[config.mk]
export PLATFORM = sky130hd
export DESIGN_NAME = vga_sync
export DESIGN_NICKNAME = d
export VERILOG_FILES = /design/src/rtl/vga_pkg.sv /design/src/rtl/mod_counter.sv /design/src/rtl/vga_sync.sv
export SDC_FILE = /design/constraint.sdc
export NUM_CORES = 1
export LEC_CHECK = 0
export CAP_MARGIN = 20
export CORE_MARGIN = 2
export CORE_UTILIZATION = 50
export CTS_BUF_LIST = sky130_fd_sc_hd__clkbuf_8
export DETAILED_ROUTE_END_ITERATION = 6
export PLACE_DENSITY = 0.78
export SKIP_LAST_GASP = 1
export SLEW_MARGIN = 10
export SYNTH_ARGS = -nofsm -noshare
export SYNTH_HDL_FRONTEND = slang
export SYNTH_SLANG_ARGS = --single-unit
[constraint.sdc]
create_clock -name clk -period 3 [get_ports clk]
set_clock_uncertainty 0.15 [all_clocks]
set_input_delay 0.6 -clock clk [delete_from_list [all_inputs] [get_ports clk]]
set_output_delay 0.6 -clock clk [all_outputs]
set_load 0.005 [all_outputs]
[src/rtl/vga_pkg.sv]
// VGA 640x480@60 Hz timing constants and coordinate type shared by the sync
// generator and the downstream pixel graphics generator.
package vga_pkg;

    localparam int COORD_W = 10;

    localparam int VGA_CLK_DIV   = 2;
    localparam int VGA_H_DISPLAY = 640;
    localparam int VGA_H_FRONT   = 16;
    localparam int VGA_H_SYNC    = 96;
    localparam int VGA_H_BACK    = 48;
    localparam int VGA_V_DISPLAY = 480;
    localparam int VGA_V_FRONT   = 10;
    localparam int VGA_V_SYNC    = 2;
    localparam int VGA_V_BACK    = 33;

    localparam int VGA_H_TOTAL = VGA_H_DISPLAY + VGA_H_FRONT + VGA_H_SYNC + VGA_H_BACK;
    localparam int VGA_V_TOTAL = VGA_V_DISPLAY + VGA_V_FRONT + VGA_V_SYNC + VGA_V_BACK;

    localparam int VGA_H_SYNC_START = VGA_H_DISPLAY + VGA_H_FRONT;
    localparam int VGA_H_SYNC_END   = VGA_H_SYNC_START + VGA_H_SYNC - 1;
    localparam int VGA_V_SYNC_START = VGA_V_DISPLAY + VGA_V_FRONT;
    localparam int VGA_V_SYNC_END   = VGA_V_SYNC_START + VGA_V_SYNC - 1;

    typedef logic [COORD_W-1:0] coord_t;

    // Inclusive range test used for both sync pulse decodes
    function automatic logic in_window(input coord_t pos, input coord_t first, input coord_t last);
        return (pos >= first) && (pos <= last);
    endfunction

endpackage

[src/rtl/mod_counter.sv]
// Modulo-N up counter with enable, a next-state view for look-ahead decoding,
// and a wrap strobe that fires on the enabled terminal count.
module mod_counter
    import vga_pkg::*;
#(
    parameter int MODULUS = 2,
    parameter int WIDTH   = COORD_W
) (
    input  logic             clk,
    input  logic             reset,
    input  logic             en,
    output logic [WIDTH-1:0] count,
    output logic [WIDTH-1:0] count_next,
    output logic             wrap
);

    localparam logic [WIDTH-1:0] TERM = WIDTH'(MODULUS - 1);

    logic [WIDTH-1:0] count_r;
    logic [WIDTH-1:0] next_s;

    // Advance on enable; any value at or past the terminal count (e.g. after an upset) folds to zero
    always_comb begin
        next_s = count_r;
        if (en) begin
            if (count_r >= TERM) begin
                next_s = {WIDTH{1'b0}};
            end else begin
                next_s = count_r + WIDTH'(1'b1);
            end
        end else begin
            next_s = count_r;
        end
    end

    // Count state register
    always_ff @(posedge clk or posedge reset) begin
        if (reset) begin
            count_r <= {WIDTH{1'b0}};
        end else begin
            count_r <= next_s;
        end
    end

    assign count      = count_r;
    assign count_next = next_s;
    assign wrap       = en && (count_r == TERM);

endmodule

[src/rtl/vga_sync.sv]
// VGA raster timing generator: pixel-tick divider, horizontal/vertical scan
// counters and registered, glitch-free active-low sync outputs.
module vga_sync
    import vga_pkg::*;
#(
    parameter int CLK_DIV   = VGA_CLK_DIV,
    parameter int H_DISPLAY = VGA_H_DISPLAY,
    parameter int H_FRONT   = VGA_H_FRONT,
    parameter int H_SYNC    = VGA_H_SYNC,
    parameter int H_BACK    = VGA_H_BACK,
    parameter int V_DISPLAY = VGA_V_DISPLAY,
    parameter int V_FRONT   = VGA_V_FRONT,
    parameter int V_SYNC    = VGA_V_SYNC,
    parameter int V_BACK    = VGA_V_BACK
) (
    input  logic               clk,
    input  logic               reset,
    output logic               hsync,
    output logic               vsync,
    output logic               video_on,
    output logic               p_tick,
    output logic [COORD_W-1:0] pixel_x,
    output logic [COORD_W-1:0] pixel_y,
    output logic               frame_end
);

    localparam int H_TOTAL  = H_DISPLAY + H_FRONT + H_SYNC + H_BACK;
    localparam int V_TOTAL  = V_DISPLAY + V_FRONT + V_SYNC + V_BACK;
    localparam int HS_FIRST = H_DISPLAY + H_FRONT;
    localparam int HS_LAST  = HS_FIRST + H_SYNC - 1;
    localparam int VS_FIRST = V_DISPLAY + V_FRONT;
    localparam int VS_LAST  = VS_FIRST + V_SYNC - 1;
    localparam int DIV_W    = (CLK_DIV > 1) ? $clog2(CLK_DIV) : 1;

    logic             run_r;
    logic             hsync_r;
    logic             vsync_r;
    logic             p_tick_s;
    logic [DIV_W-1:0] div_cnt_unused_s;
    logic [DIV_W-1:0] div_next_unused_s;
    coord_t           h_count_s;
    coord_t           h_next_s;
    logic             h_wrap_s;
    coord_t           v_count_s;
    coord_t           v_next_s;
    logic             v_wrap_s;

    // The first edge after reset release only arms the divider, so scanning restarts cleanly at (0,0)
    always_ff @(posedge clk or posedge reset) begin
        if (reset) begin
            run_r <= 1'b0;
        end else begin
            run_r <= 1'b1;
        end
    end

    mod_counter #(
        .MODULUS (CLK_DIV),
        .WIDTH   (DIV_W)
    ) u_div (
        .clk        (clk),
        .reset      (reset),
        .en         (run_r),
        .count      (div_cnt_unused_s),
        .count_next (div_next_unused_s),
        .wrap       (p_tick_s)
    );

    mod_counter #(
        .MODULUS (H_TOTAL),
        .WIDTH   (COORD_W)
    ) u_h_count (
        .clk        (clk),
        .reset      (reset),
        .en         (p_tick_s),
        .count      (h_count_s),
        .count_next (h_next_s),
        .wrap       (h_wrap_s)
    );

    mod_counter #(
        .MODULUS (V_TOTAL),
        .WIDTH   (COORD_W)
    ) u_v_count (
        .clk        (clk),
        .reset      (reset),
        .en         (h_wrap_s),
        .count      (v_count_s),
        .count_next (v_next_s),
        .wrap       (v_wrap_s)
    );

    // Sync pulses decoded from next-state counts so they change on the same edge as pixel_x/pixel_y
    always_ff @(posedge clk or posedge reset) begin
        if (reset) begin
            hsync_r <= 1'b1;
            vsync_r <= 1'b1;
        end else begin
            hsync_r <= ~in_window(h_next_s, COORD_W'(HS_FIRST), COORD_W'(HS_LAST));
            vsync_r <= ~in_window(v_next_s, COORD_W'(VS_FIRST), COORD_W'(VS_LAST));
        end
    end

    assign hsync     = hsync_r;
    assign vsync     = vsync_r;
    assign p_tick    = p_tick_s;
    assign pixel_x   = h_count_s;
    assign pixel_y   = v_count_s;
    assign video_on  = (h_count_s < COORD_W'(H_DISPLAY)) && (v_count_s < COORD_W'(V_DISPLAY));
    assign frame_end = v_wrap_s;

endmodule

# Word level (Yosys, flattened, before mapping)
# Index checks and enable logic that the tools add are counted.
# classes
magnitude_cmp,9
n_mux,5
bitwise,2
n_eq_ne,2
n_reduce_logical,6
add_sub_neg,3
# op_table
operator,count
$mux W10,4
$ge A10 B10 Y1 const B,3
$add A10 B1 Y10 const B,2
$eq A10 B10 Y1 const B,2
$ge A10 B9 Y1 const B,1
$le A10 B10 Y1 const B,1
$le A10 B9 Y1 const B,1
$lt A10 B10 Y1 const B,1
$lt A10 B9 Y1 const B,1
$logic_and A1 B1 Y1,6
$not A1 Y1,2
$add A1 B1 Y1 const B,1
$ge A1 B1 Y1 const B,1
$mux W1,1
# word_totals
word_cells,33
inputBits,2
ff_bits,24

# Depth between registers and ports, before layout
# depth
depth_word,6
ltp_mapped,8
mapped_depth_nobuf,7

# Hierarchy
# From an unflattened synthesis, not the netlist that was laid out.
# unflattened
cells_unflattened,135
area_unflattened_um2,1260.0
# by_module_without_submodules
module,seq_area_each_um2,n_inst,cells_each,area_per_inst_um2
mod_counter at u_v_count,250.2,1,62,539.3
mod_counter at u_h_count,250.2,1,55,525.5
vga_sync,77.6,1,15,153.9
mod_counter at u_div,25.0,1,3,41.3

# Worst setup path before layout
# No wires, ideal clock.
# synth_timing
kind,flip-flop to output port
startpoint,register u_h_count.count_r[6] (netlist: u_h_count.count[6])
endpoint,output port frame_end
arrival_ns,1.749
n_path_buf,1
path_stages_with_launch,5
t_required_ns,2.250
setup_slack_ns,0.501
path_cell_list,dfrtp_1 or3_4 or4_4 buf_6 nor4_1
# synth_between
elab_chain_len,3
# synth_lines
element,line,source
from (decl),mod_counter.sv:19,logic [WIDTH-1:0] count_r;
from (signal assigned),mod_counter.sv:39,count_r <= {WIDTH{1'b0}};
from (signal assigned),mod_counter.sv:41,count_r <= next_s;
$eq A10 B10 Y1,mod_counter.sv:47,assign wrap = en && (count_r == TERM);
$logic_and A1 B1 Y1 (2 in a row),mod_counter.sv:47,
to (decl),vga_sync.sv:24,output logic frame_end
# Every way passes these cells.

# Worst setup path in the final report
# layout_timing
startpoint,register u_h_count.count_r[7] (netlist: u_h_count.count[7])
endpoint,output port frame_end
# The elaborated chain is that of the path after synthesis.

==> results.md <==
- Reg2reg setup slack: 0.47 ns
- Commonest non-fill, non-tap cell in the layout: clkdlybuf4s50_1
- Setup-failing EPs final: 0
- Vias in the first global route: 1210
- Num CTS Buffers: 3
- Worst Setup Path Type: register to output port
- Clk buf depth: 2
- Setup TNS: 0 ns
- Worst setup EP type: output port
- Hold crit path type: register to register
- PwrDens: 462 mW/mm^2
- Design area: 0.00178 sq mm
- Total Routing Usage GR: 21.2%
- Post-Route WL: 3010 um
- Maximum clock frequency: 355 MHz
- Starting density of the core: 53.8%
- Pleak: 0.732 nW
- H-tree depth: 1
- Flip-flop and latch area: 603 sq um
- Site Rows: 18
- Main synth FF type: dfrtp_1
- Worst slack at placement: 0.118 ns
- Clk root buf: clkbuf_8
- Final Hold Fails: 0
- Core Area: 0.00254 sq mm
- Clock sink count: 24
- Mapped Area: 0.00137 sq mm
- Maxcap violations: 0
- WL per Instance: 13.7 um
- Total number of vias: 1239
- Status: finished, final reports clean
- Slew @ Worst Pin: 0.574 ns
- Area grow syn2layout: 30.0%
- Max IR drop VDD: 0.599 mV
- Syn avg cell area: 9.01 sq um
- TritonCTS clock tree: done
- Area occupied by multi-input gates: 731 sq um
- Post-synth EDFFs: 0
- Fill count: 219
- Mapped Cells: 152
- Most frequent cells in the layout: clkdlybuf4s50_1 (25), nand2_1 (24), dfrtp_1 (22)
- Synth Register Bits: 24
- Cell Area, Placed: 0.00172 sq mm
- Final #Nets: 195
- Layout cells sized above 1: 14.3%
- RSZ-0062 raised after global routing: false
- Sequential-to-total area share from yosys stat: 44.1%
- Worst skew pair latency: 0.26 ns
- Slew margin rel.: 61.4%
- Routability cong.: 0.828
- CP startpoint kind: register
- IO buf count: 26
- Post-DP HPWL: 2260 um
- Fin crit share: 94.0%
- Data arrival, critical path: 2.07 ns
- Final Hold Slack: 0.348 ns
- Clock slew at reported path FFs: 0.08 ns
- Largest net degree at the start of global routing: 25
- # diodes: 0
- Syn_nets: 157
- Vias per inst: 5.66
- First-pass GRT wire length: 5440 um
- Worst setup margin: 0.180 ns
- Crit path max fanout: 3
- DIE HEIGHT: 56.3 um
- I/O pin cnt: 27
- Final routed DRC violation total: 0
- Yosys cell types: 39
- Post-DRT Antenna Nets: 0
- Dominant cell type by area after synthesis: dfrtp_1
- Async S/R FF share, synth: 100%
- Min cycle time layout: 2.82 ns
- Total congestion overflow: 0
- Die Width: 56.3 um
- TritonRoute pass-1 iters: 4
- Initial antenna violation count: 0
- Die area: 0.00317 sq mm
- Synth top area share: 40.2%
- Setup bufs post-CTS: 0
- Slew Limit Fails: 0
- Largest cells by area after synthesis: dfrtp_1 (40%), nand2_1 (6.6%), o21ai_0 (4.8%), dfstp_2 (3.8%), o31ai_1 (3.3%)
- WP data required: 2.25 ns
- Ys Warns: 0
- Initial DRC Count: 44
[worst max-delay path, cell delays in order, from the launching register on]
cell           delay [ns]
dfrtp_1              0.38
or3_4                0.40
or4_4                0.50
nor4_2               0.26
dlygate4sd2_1        0.26
[registers in the layout, summed over array words and instances, names as in the netlist]
name and flops:
vsync 1, u_h_count.count 10, u_v_count.count 10, hsync 1, u_div.count 1, run_r 1
[cell families (layout without fill, tap and decap cells)]
logic type | after synthesis | in the layout | share of synthesized area [%]
xor+xnor | 7 | 7 | 4.48
buf+inv | 9 | 46 | 3.02
compound gates | 38 | 38 | 17.9
flops | 24 | 24 | 44.1
simple gates | 70 | 70 | 27.5
other cells | 1 | 1 | 0.274
fa+ha+maj | 3 | 3 | 2.74
[worst paths after layout]
path	from	endpoint	cells past startpoint
max reg2reg	u_h_count.count[7]	vsync	7
min in group asynchronous	reset	u_h_count.count[9]	3
min reg2reg	u_div.count	u_div.count	1
min	u_div.count	u_div.count	1
max in group asynchronous	reset	vsync	3
max	u_h_count.count[7]	frame_end	4
[cell type report]
| type | instances | share of cell area [%] |
|---|---|---|
| multi-input combinational | 119 | 41.1 |
| clock buffer | 4 | 3.09 |
| sequential | 24 | 33.9 |
| timing repair buffer | 35 | 18.4 |
| inverter | 7 | 1.48 |
| tap | 30 | 2.11 |
[cell usage after synthesis (2+ instances only)]
cell     instances
xnor2_1          4
and3_1           3
a21oi_1          8
o21ai_0         13
xor2_1           3
nor2_1          10
nand4_1          6
inv_1            7
nand2_1         24
nand3_1          8
or4_4            2
ha_1             3
and2_1           2
dfstp_2          2
or3_1            2
nor3_1           4
a31oi_1          3
dfrtp_1         22
o31ai_1          6
[stage by stage]
stage / instances / utilization, % / total power [mW]
final: 219 / 69.9 / 0.823
after global routing: 219 / 69.9 / 0.874
after CTS: 219 / 69.9 / 0.829
after detailed placement: 215 / 67.6 / 0.609
after global placement: 215 / 67.6 / 0.603
after floorplan: 152 / - / 0.498
[per-layer routing]
metal | routed length (um) | track usage (%) | up-vias
met5 | 0 | 0 | -
met4 | 10 | 6.12 | 0
met3 | 112 | 4.38 | 2
met2 | 1520 | 35.1 | 28
met1 | 1360 | 28.1 | 585
li1 | - | - | 624
[repair_timing]
item	in CTS	in global routing
gates resized for setup	2	0
hold buffers	0	0
setup endpoints to repair	1	0
[power by group]
part | internal [mW] | switching, mW
clock network | 0.117 | 0.101
registers | 0.363 | 0.0466
logic | 0.108 | 0.0876
total | 0.587 | 0.235
Power figures use the tool's default switching activity.
